<file path="config.mk">
export PLATFORM = sky130hd
export DESIGN_NAME = vga_rect_fill
export DESIGN_NICKNAME = d
export VERILOG_FILES = /design/src/rtl/vga_rect_fill.sv
export SDC_FILE = /design/constraint.sdc
export NUM_CORES = 1
export LEC_CHECK = 0
export ABC_AREA = 1
export CAP_MARGIN = 20
export CORE_ASPECT_RATIO = 1.1
export CORE_MARGIN = 2
export CORE_UTILIZATION = 40
export CTS_BUF_LIST = sky130_fd_sc_hd__clkbuf_8
export DETAILED_ROUTE_END_ITERATION = 12
export PLACE_DENSITY = 0.59
export RECOVER_POWER = 50
export SLEW_MARGIN = 5
export SYNTH_ARGS = -nofsm -noshare
export SYNTH_HDL_FRONTEND = slang
export SYNTH_SLANG_ARGS = --single-unit
export TNS_END_PERCENT = 5
</file>
<file path="constraint.sdc">
create_clock -name clk_i -period 2.3 [get_ports clk_i]
set_input_delay 0.575 -clock clk_i [delete_from_list [all_inputs] [get_ports clk_i]]
set_output_delay 0.575 -clock clk_i [all_outputs]
set_load 0.01 [all_outputs]
</file>
<file path="src/rtl/vga_rect_fill.sv">
// Raster-order rectangle fill: 1 pixel write/clk, first write 1 cycle after accept, done_o 1 cycle after last.
// Ready only in IDLE (commands ignored while filling); VGA_RECT_CLIP_EN suppresses we_o outside HD x VD.
module vga_rect_fill #(
  parameter int X_BITS     = 11,
  parameter int Y_BITS     = 11,
  parameter int COLOR_BITS = 2,
  parameter int HD         = 1280,
  parameter int VD         = 1024
) (
  input  logic                  clk_i,
  input  logic                  arstn_i,
  input  logic                  cmd_valid_i,
  output logic                  cmd_ready_o,
  input  logic [X_BITS-1:0]     cmd_x_i,
  input  logic [Y_BITS-1:0]     cmd_y_i,
  input  logic [X_BITS-1:0]     cmd_w_i,
  input  logic [Y_BITS-1:0]     cmd_h_i,
  input  logic [COLOR_BITS-1:0] cmd_color_i,
  output logic                  busy_o,
  output logic                  done_o,
  output logic [X_BITS-1:0]     addr_x_o,
  output logic [Y_BITS-1:0]     addr_y_o,
  output logic [COLOR_BITS-1:0] color_o,
  output logic                  we_o
);

`ifdef VGA_RECT_CLIP_EN
  localparam bit CLIP = 1'b1;
`else
  localparam bit CLIP = 1'b0;
`endif

  localparam logic [X_BITS:0] ONE_X = (X_BITS+1)'(1);
  localparam logic [Y_BITS:0] ONE_Y = (Y_BITS+1)'(1);
  localparam logic [X_BITS:0] HD_X  = (X_BITS+1)'(HD);
  localparam logic [Y_BITS:0] VD_Y  = (Y_BITS+1)'(VD);

  typedef enum logic {IDLE, FILL} state_t;

  state_t                state_q, state_d;
  logic [X_BITS:0]       cx_q, cx_d, xs_q, xs_d, xe_q, xe_d;
  logic [Y_BITS:0]       cy_q, cy_d, ye_q, ye_d;
  logic [X_BITS-1:0]     ax_q, ax_d;
  logic [Y_BITS-1:0]     ay_q, ay_d;
  logic [COLOR_BITS-1:0] color_q, color_d;
  logic                  we_q, we_d, done_q, done_d;

  always_ff @(posedge clk_i or negedge arstn_i) begin
    if (!arstn_i) begin
      state_q <= IDLE;
      cx_q    <= '0;
      xs_q    <= '0;
      xe_q    <= '0;
      cy_q    <= '0;
      ye_q    <= '0;
      ax_q    <= '0;
      ay_q    <= '0;
      color_q <= '0;
      we_q    <= 1'b0;
      done_q  <= 1'b0;
    end else begin
      state_q <= state_d;
      cx_q    <= cx_d;
      xs_q    <= xs_d;
      xe_q    <= xe_d;
      cy_q    <= cy_d;
      ye_q    <= ye_d;
      ax_q    <= ax_d;
      ay_q    <= ay_d;
      color_q <= color_d;
      we_q    <= we_d;
      done_q  <= done_d;
    end
  end

  always_comb begin
    state_d = state_q;
    cx_d    = cx_q;
    xs_d    = xs_q;
    xe_d    = xe_q;
    cy_d    = cy_q;
    ye_d    = ye_q;
    ax_d    = ax_q;
    ay_d    = ay_q;
    color_d = color_q;
    we_d    = 1'b0;
    done_d  = 1'b0;
    unique case (state_q)
      IDLE: begin
        if (cmd_valid_i) begin
          if (cmd_w_i == '0 || cmd_h_i == '0) begin
            done_d = 1'b1;
          end else begin
            // End coordinates are one bit wider so x0+w-1 never wraps in the compare.
            state_d = FILL;
            xs_d    = {1'b0, cmd_x_i};
            xe_d    = {1'b0, cmd_x_i} + {1'b0, cmd_w_i} - ONE_X;
            ye_d    = {1'b0, cmd_y_i} + {1'b0, cmd_h_i} - ONE_Y;
            cx_d    = {1'b0, cmd_x_i};
            cy_d    = {1'b0, cmd_y_i};
            color_d = cmd_color_i;
          end
        end
      end
      FILL: begin
        if (cx_q == xe_q) begin
          if (cy_q == ye_q) begin
            state_d = IDLE;
            done_d  = 1'b1;
          end else begin
            cx_d = xs_q;
            cy_d = cy_q + ONE_Y;
          end
        end else begin
          cx_d = cx_q + ONE_X;
        end
      end
      default: state_d = IDLE;
    endcase
    if (state_d == FILL) begin
      ax_d = cx_d[X_BITS-1:0];
      ay_d = cy_d[Y_BITS-1:0];
      we_d = !CLIP || (cx_d < HD_X && cy_d < VD_Y);
    end
  end

  assign cmd_ready_o = (state_q == IDLE);
  assign busy_o      = (state_q == FILL);
  assign done_o      = done_q;
  assign addr_x_o    = ax_q;
  assign addr_y_o    = ay_q;
  assign color_o     = color_q;
  assign we_o        = we_q;

endmodule

</file>
==> After elaboration in Yosys (flattened, before gate mapping) <==
Index checks and enable logic that the tools add are counted.
{ "classes": {"addsub": 6, "n_mux": 21, "n_reduce_logical": 6, "bitwise": 2, "n_eq_ne": 7} }
{ "ops": {"columns": ["op", "n"], "rows": [
  ["12-bit 2-to-1 mux", 8],
  ["12-bit one-hot mux with 2 select lines", 2],
  ["11-bit by 11-bit adder with 12-bit output", 2],
  ["12-bit by 1-bit adder with 12-bit output, second input constant", 2],
  ["12-bit == test", 2],
  ["12-bit by 1-bit subtractor with 12-bit output, second input constant", 2],
  ["11-bit logical NOT", 2],
  ["1-bit 2-to-1 mux", 9],
  ["2-bit != test, second input constant", 3],
  ["3-bit AND reduction", 2],
  ["1-bit one-hot mux with 2 select lines", 2],
  ["4-bit AND reduction", 1],
  ["3-bit != test, second input constant", 1],
  ["2-bit by 1-bit != test with 1-bit output, second input constant", 1],
  ["1-bit inverter", 2],
  ["1-bit logical OR", 1]
]} }
{ "totals": {"input_bits": 49, "reg_bits": 86, "elab_cells": 55, "output_inout_bits": 28} }

==> Longest topological paths before layout <==
Gate-level depths: netlist (run 1).
{ "logic_depth": {"word_depth": 6, "depth_mapped": 16, "mapped_depth_nobuf": 16} }

==> Least setup slack after synthesis (run 1) <==
OpenSTA, ideal clock, no wires.
{ "synth_path": {"path_type": "input to register", "from": "in cmd_h_i[1]", "to": "reg ye_q[11]", "n_path_buf": 0, "t_arrival_ns": 2.393, "setup_slack_ns": -0.210, "setup_time_ns": 0.117, "cell_stages": 16, "required_time_ns": 2.183, "cell_sequence": "inv_1 ha_1 inv_1 ha_1 fa_1 nand3_1 nand3_1 nand2_1 nand2_1 nand2_1 nand2_1 nand2_1 nand3b_1 or2_2 nand3_1 nand2_1"} }
{ "synth_via": {"elab_chain_len": 4, "elab_cells_between_ends": 6, "cone_classes": "2 x add/sub; 1 x bitwise; 3 x reduce/logical"} }
{ "synth_lines": {"columns": ["element", "line_no", "source"], "rows": [
  ["from (decl)", "17", "input logic [Y_BITS-1:0] cmd_h_i,"],
  ["branches (longest 4 deep; another with 11-bit by 11-bit adder with 12-bit output)", null, null],
  ["to (signal assigned)", "67", "ye_q <= ye_d;"],
  ["to (decl)", "42", "logic [Y_BITS:0] cy_q, cy_d, ye_q, ye_d;"]
]} }
Parallel ways; which one is timed is not known.
A chain may end at the register's enable or synchronous reset.

==> Worst setup path after layout (run 1) <==
{ "layout_path": {"from": "in cmd_x_i[4]", "to": "reg xe_q[11]"} }
{ "layout_via": {"elab_chain_len": 2} }
{ "layout_lines": {"columns": ["element", "line_no", "source"], "rows": [
  ["from (decl)", "14", "input logic [X_BITS-1:0] cmd_x_i,"],
  ["11-bit by 11-bit adder with 12-bit output", "97", "xe_d = {1'b0, cmd_x_i} + {1'b0, cmd_w_i} - ONE_X;"],
  ["12-bit by 1-bit subtractor with 12-bit output", "97", null],
  ["to (signal assigned)", "53", "xe_q <= '0;"],
  ["to (signal assigned)", "65", "xe_q <= xe_d;"],
  ["to (decl)", "41", "logic [X_BITS:0] cx_q, cx_d, xs_q, xs_d, xe_q, xe_d;"]
]} }
No other way between the ends.

==> results of run 1 <==
## what timing repair did
action,4_1_cts,5_1_grt
buffers inserted,2,0
endpoints found under the hold margin,0,0
cloned,0,1
gates resized for setup,28,27
setup endpoints to repair,22,72
pin swaps,9,9
hold buffers,0,0
## layout make-up
class                           instances  area (µm²)
Sequential cell                        85        2130
Clock inverter                          5        21.3
Inverter                              164         631
Fill cell                            1544        6950
Multi-Input combinational cell        613        3470
Timing Repair Buffer                  166        1480
Clock buffer                           10         138
Tap cell                              196         245
## worst max-delay path by stage
stage,start,to,cells past startpoint
floorplan,cmd_y_i[1],ye_q[11]$_DFFE_PN0P_,16
global placement,cmd_y_i[1],ye_q[11]$_DFFE_PN0P_,17
detailed placement,cmd_y_i[1],ye_q[11]$_DFFE_PN0P_,17
CTS,cmd_x_i[1],xe_q[9]$_DFFE_PN0P_,13
global route,cmd_x_i[8],xe_q[11]$_DFFE_PN0P_,13
finish,cmd_x_i[4],xe_q[11]$_DFFE_PN0P_,13
## metal layers
layer	vias up	track usage, %	wire, µm
met2	100	41.0	8940
met1	2683	24.4	6810
met3	16	4.08	592
met4	0	4.85	217
li1	3033	-	-
met5	-	0	0
## cell usage in the layout (no fill, tap or decap), drive strengths merged, types with 14 or more instances in the layout
cell type / instances
a21oi: 14
buf: 89
clkdlybuf4s50: 63
dfrtp: 85
ha: 44
inv: 167
nand2: 324
nand3: 77
nand4: 16
nor2: 32
o21ai: 51
xnor2: 19
## sequential cells by signal (all words and copies together) (netlist names)
| register | flops |
|---|---|
| busy_o | 1 |
| xs_q | 11 |
| color_o | 2 |
| done_o | 1 |
| addr_y_o | 11 |
| xe_q | 12 |
| ye_q | 12 |
| cy_q | 12 |
| addr_x_o | 11 |
| cx_q | 12 |
## cells by family after synthesis
kind of cell / Yosys count / synth area share, %
AOI/OAI and AO/OA: 68 / 5.68
xor gates and xnor gates: 31 / 4.52
adders and majority gates: 46 / 9.57
buffers and inverters: 189 / 12.8
DFF: 85 / 34.5
and+or+nand+nor: 467 / 32.9
## power groups by stage
stage	combinational, W	sequential [W]	clock [W]
after floorplan	0.00144	0.00228	0
after global placement	0.00245	0.00232	0
after detailed placement	0.00247	0.00232	0
after CTS	0.00252	0.00229	0.000970
after global routing	0.00288	0.00235	0.00103
final	0.00252	0.00229	0.000935
## stage by stage
stage	setup TNS (ns)	util [%]	cells	setup WS (ns)	total power, W
2_1_floorplan	-0.0393	-	886	-0.0393	0.00372
3_3_place_gp	-27.12	51.7	1221	-0.709	0.00476
3_5_place_dp	-28.11	51.7	1221	-0.755	0.00478
4_1_cts	-0.0902	53.3	1238	-0.0237	0.00578
5_1_grt	-0.894	53.9	1239	-0.111	0.00626
6_report	-0.0429	53.9	1239	-0.0229	0.00574
## worst max-delay path: stages
cell and delay (ns):
clkdlybuf4s50_1 0.48, inv_1 0.08, ha_1 0.29, inv_1 0.10, ha_4 0.22, buf_4 0.13, nand2_1 0.07, nor2_1 0.06
nand3_1 0.07, nand3_1 0.12, or2_2 0.29, nand3_1 0.07, nand2_1 0.05
==> impl_metrics.csv, run 1 <==
group,metric,value,unit
logic_synthesis,synth-edff-count,0,
timing,holdWs,0.344,ns
worst_setup_path,timing.rr.end,"addr_x_o[6]$_DFFE_PN0P_",
global_routing,grt.overflow.total,0,
logic_synthesis,synth_cell_types,33,
final_layout,fin_area,8110,µm²
drt,post_drt_wl_per_cell,13.4,µm
logic_synthesis,async_reset_ff_share,100,%
clock_network,cts_tree,"done",
drt,drtAntennaViolNets,0,
power_and_ir_drop,pwr-share-comb,43.8,%
final_layout,synthToLayoutAreaGrowth,31.4,%
global_routing,grt_pass1_wl,27800,µm
timing,fin_crit,2.32,ns
worst_setup_path,cp.required,2.57,ns
clock_network,clockBufferDepth,2,
logic_synthesis,synth_ff_type,"dfrtp_1",
power_and_ir_drop,power.density,708,nW/µm²
clock_network,cts-htree-levels,3,
worst_setup_path,r2r_setup_slack,0.20,ns
place,gp_congestion,0.868,
floorplanning,initial_core_util,41.0,%
timing,finalSetupViolCount,2,
worst_setup_path,critPathLaunchType,"primary input",
timing,fin_skew,0.0107,ns
power_and_ir_drop,leakagePower,4.27,nW
timing,fmax,0.430,GHz
worst_setup_path,r2r_cells,12,
timing,fin_crit_sh,101,%
power_and_ir_drop,p_sw_share,38.6,%
timing,worst_slack,-0.0229,ns
timing,rsz0062_at_grt,"yes",
floorplanning,die-area,16400,µm²
place,placed_area,7790,µm²
floorplanning,placementRows,47,
worst_setup_path,r2r-start,"cy_q[5]$_DFF_PN0_",
logic_synthesis,syn_avg_cell_area,6.96,µm²
power_and_ir_drop,switchingPower,0.00221,W
drt,dr.pass1.iters,5,
power_and_ir_drop,p_clk_share,16.3,%
floorplanning,fp.dieW,122,µm
logic_synthesis,ys_top_cells_by_count,"nand2_1, inv_1, dfrtp_1",
logic_synthesis,yosysTopAreaCellShare,34.5,%
floorplanning,core_area,15100,µm²
floorplanning,die_h,134,µm
power_and_ir_drop,seqPwrFrac,39.9,%
timing,maxSlewHeadroom,35.1,%
status,violations,"setup timing",
timing,timing.final.hold_violations,0,
place,io_buffers,76,
global_routing,grt_start_max_net_pins,37,
floorplanning,io_pins,77,
clock_network,clk_latency,0.37,ns
final_layout,final_nets,1134,
place,dpl.hpwl,12800,µm
worst_setup_path,cp-end-kind,"register",
clock_network,clockRootBuffer,"clkbuf_8",
global_routing,antenna_found_initial,0,
logic_synthesis,yosysWarnings,0,
timing,drv_slew,0,
global_routing,grt_pass1_vias,5915,
power_and_ir_drop,intPower,0.00352,W
logic_synthesis,syn_inst,886,
status,status,"finished with violations",
logic_synthesis,yosysSeqAreaShare,34.5,%
drt,vias,5832,
clock_network,cts_made_buffers,9,
drt,avgViaCountPerCell,4.71,
flow_run,cap_violations,0,
final_layout,diodes,0,
timing,worstMarginPinSlew,0.974,ns
min_path,hold_path_class,"in -> async",
logic_synthesis,syn_area,6170,µm²
final_layout,drive_above_1_share,18.0,%
worst_setup_path,cp_max_fo,3,
drt,wirelength,16600,µm
drt,initialDrtViolationCount,303,
power_and_ir_drop,ir_drop,0.000598,V
worst_setup_path,cp.arrival,2.59,ns
drt,drcViolationCount,0,
global_routing,grtUsageTotal,21.5,%
worst_setup_path,path_class,"in -> reg",
logic_synthesis,synth_area_leaders,"dfrtp_1, nand2_1, inv_1, ha_1, nand3_1",
logic_synthesis,yosysTopAreaCell,"dfrtp_1",
logic_synthesis,ys_seq_elements,85,
clock_network,cts.sinks,85,
clock_network,path_clk_slew,0.09,ns
logic_synthesis,yosysMostFrequentCell,"nand2_1",
logic_synthesis,syn-num-nets,981,
No activity file was read; power rests on OpenSTA's default activity.
==> run 2, diff against run 1 <==
--- a/config.mk
+++ b/config.mk
@@ -6,7 +6,6 @@
 export NUM_CORES = 1
 export LEC_CHECK = 0
 export ABC_AREA = 1
-export CAP_MARGIN = 20
 export CORE_ASPECT_RATIO = 1.1
 export CORE_MARGIN = 2
 export CORE_UTILIZATION = 40
==> results of run 2 <==
Same layout as run 1: the final DEF is identical, and so are final timing and power.
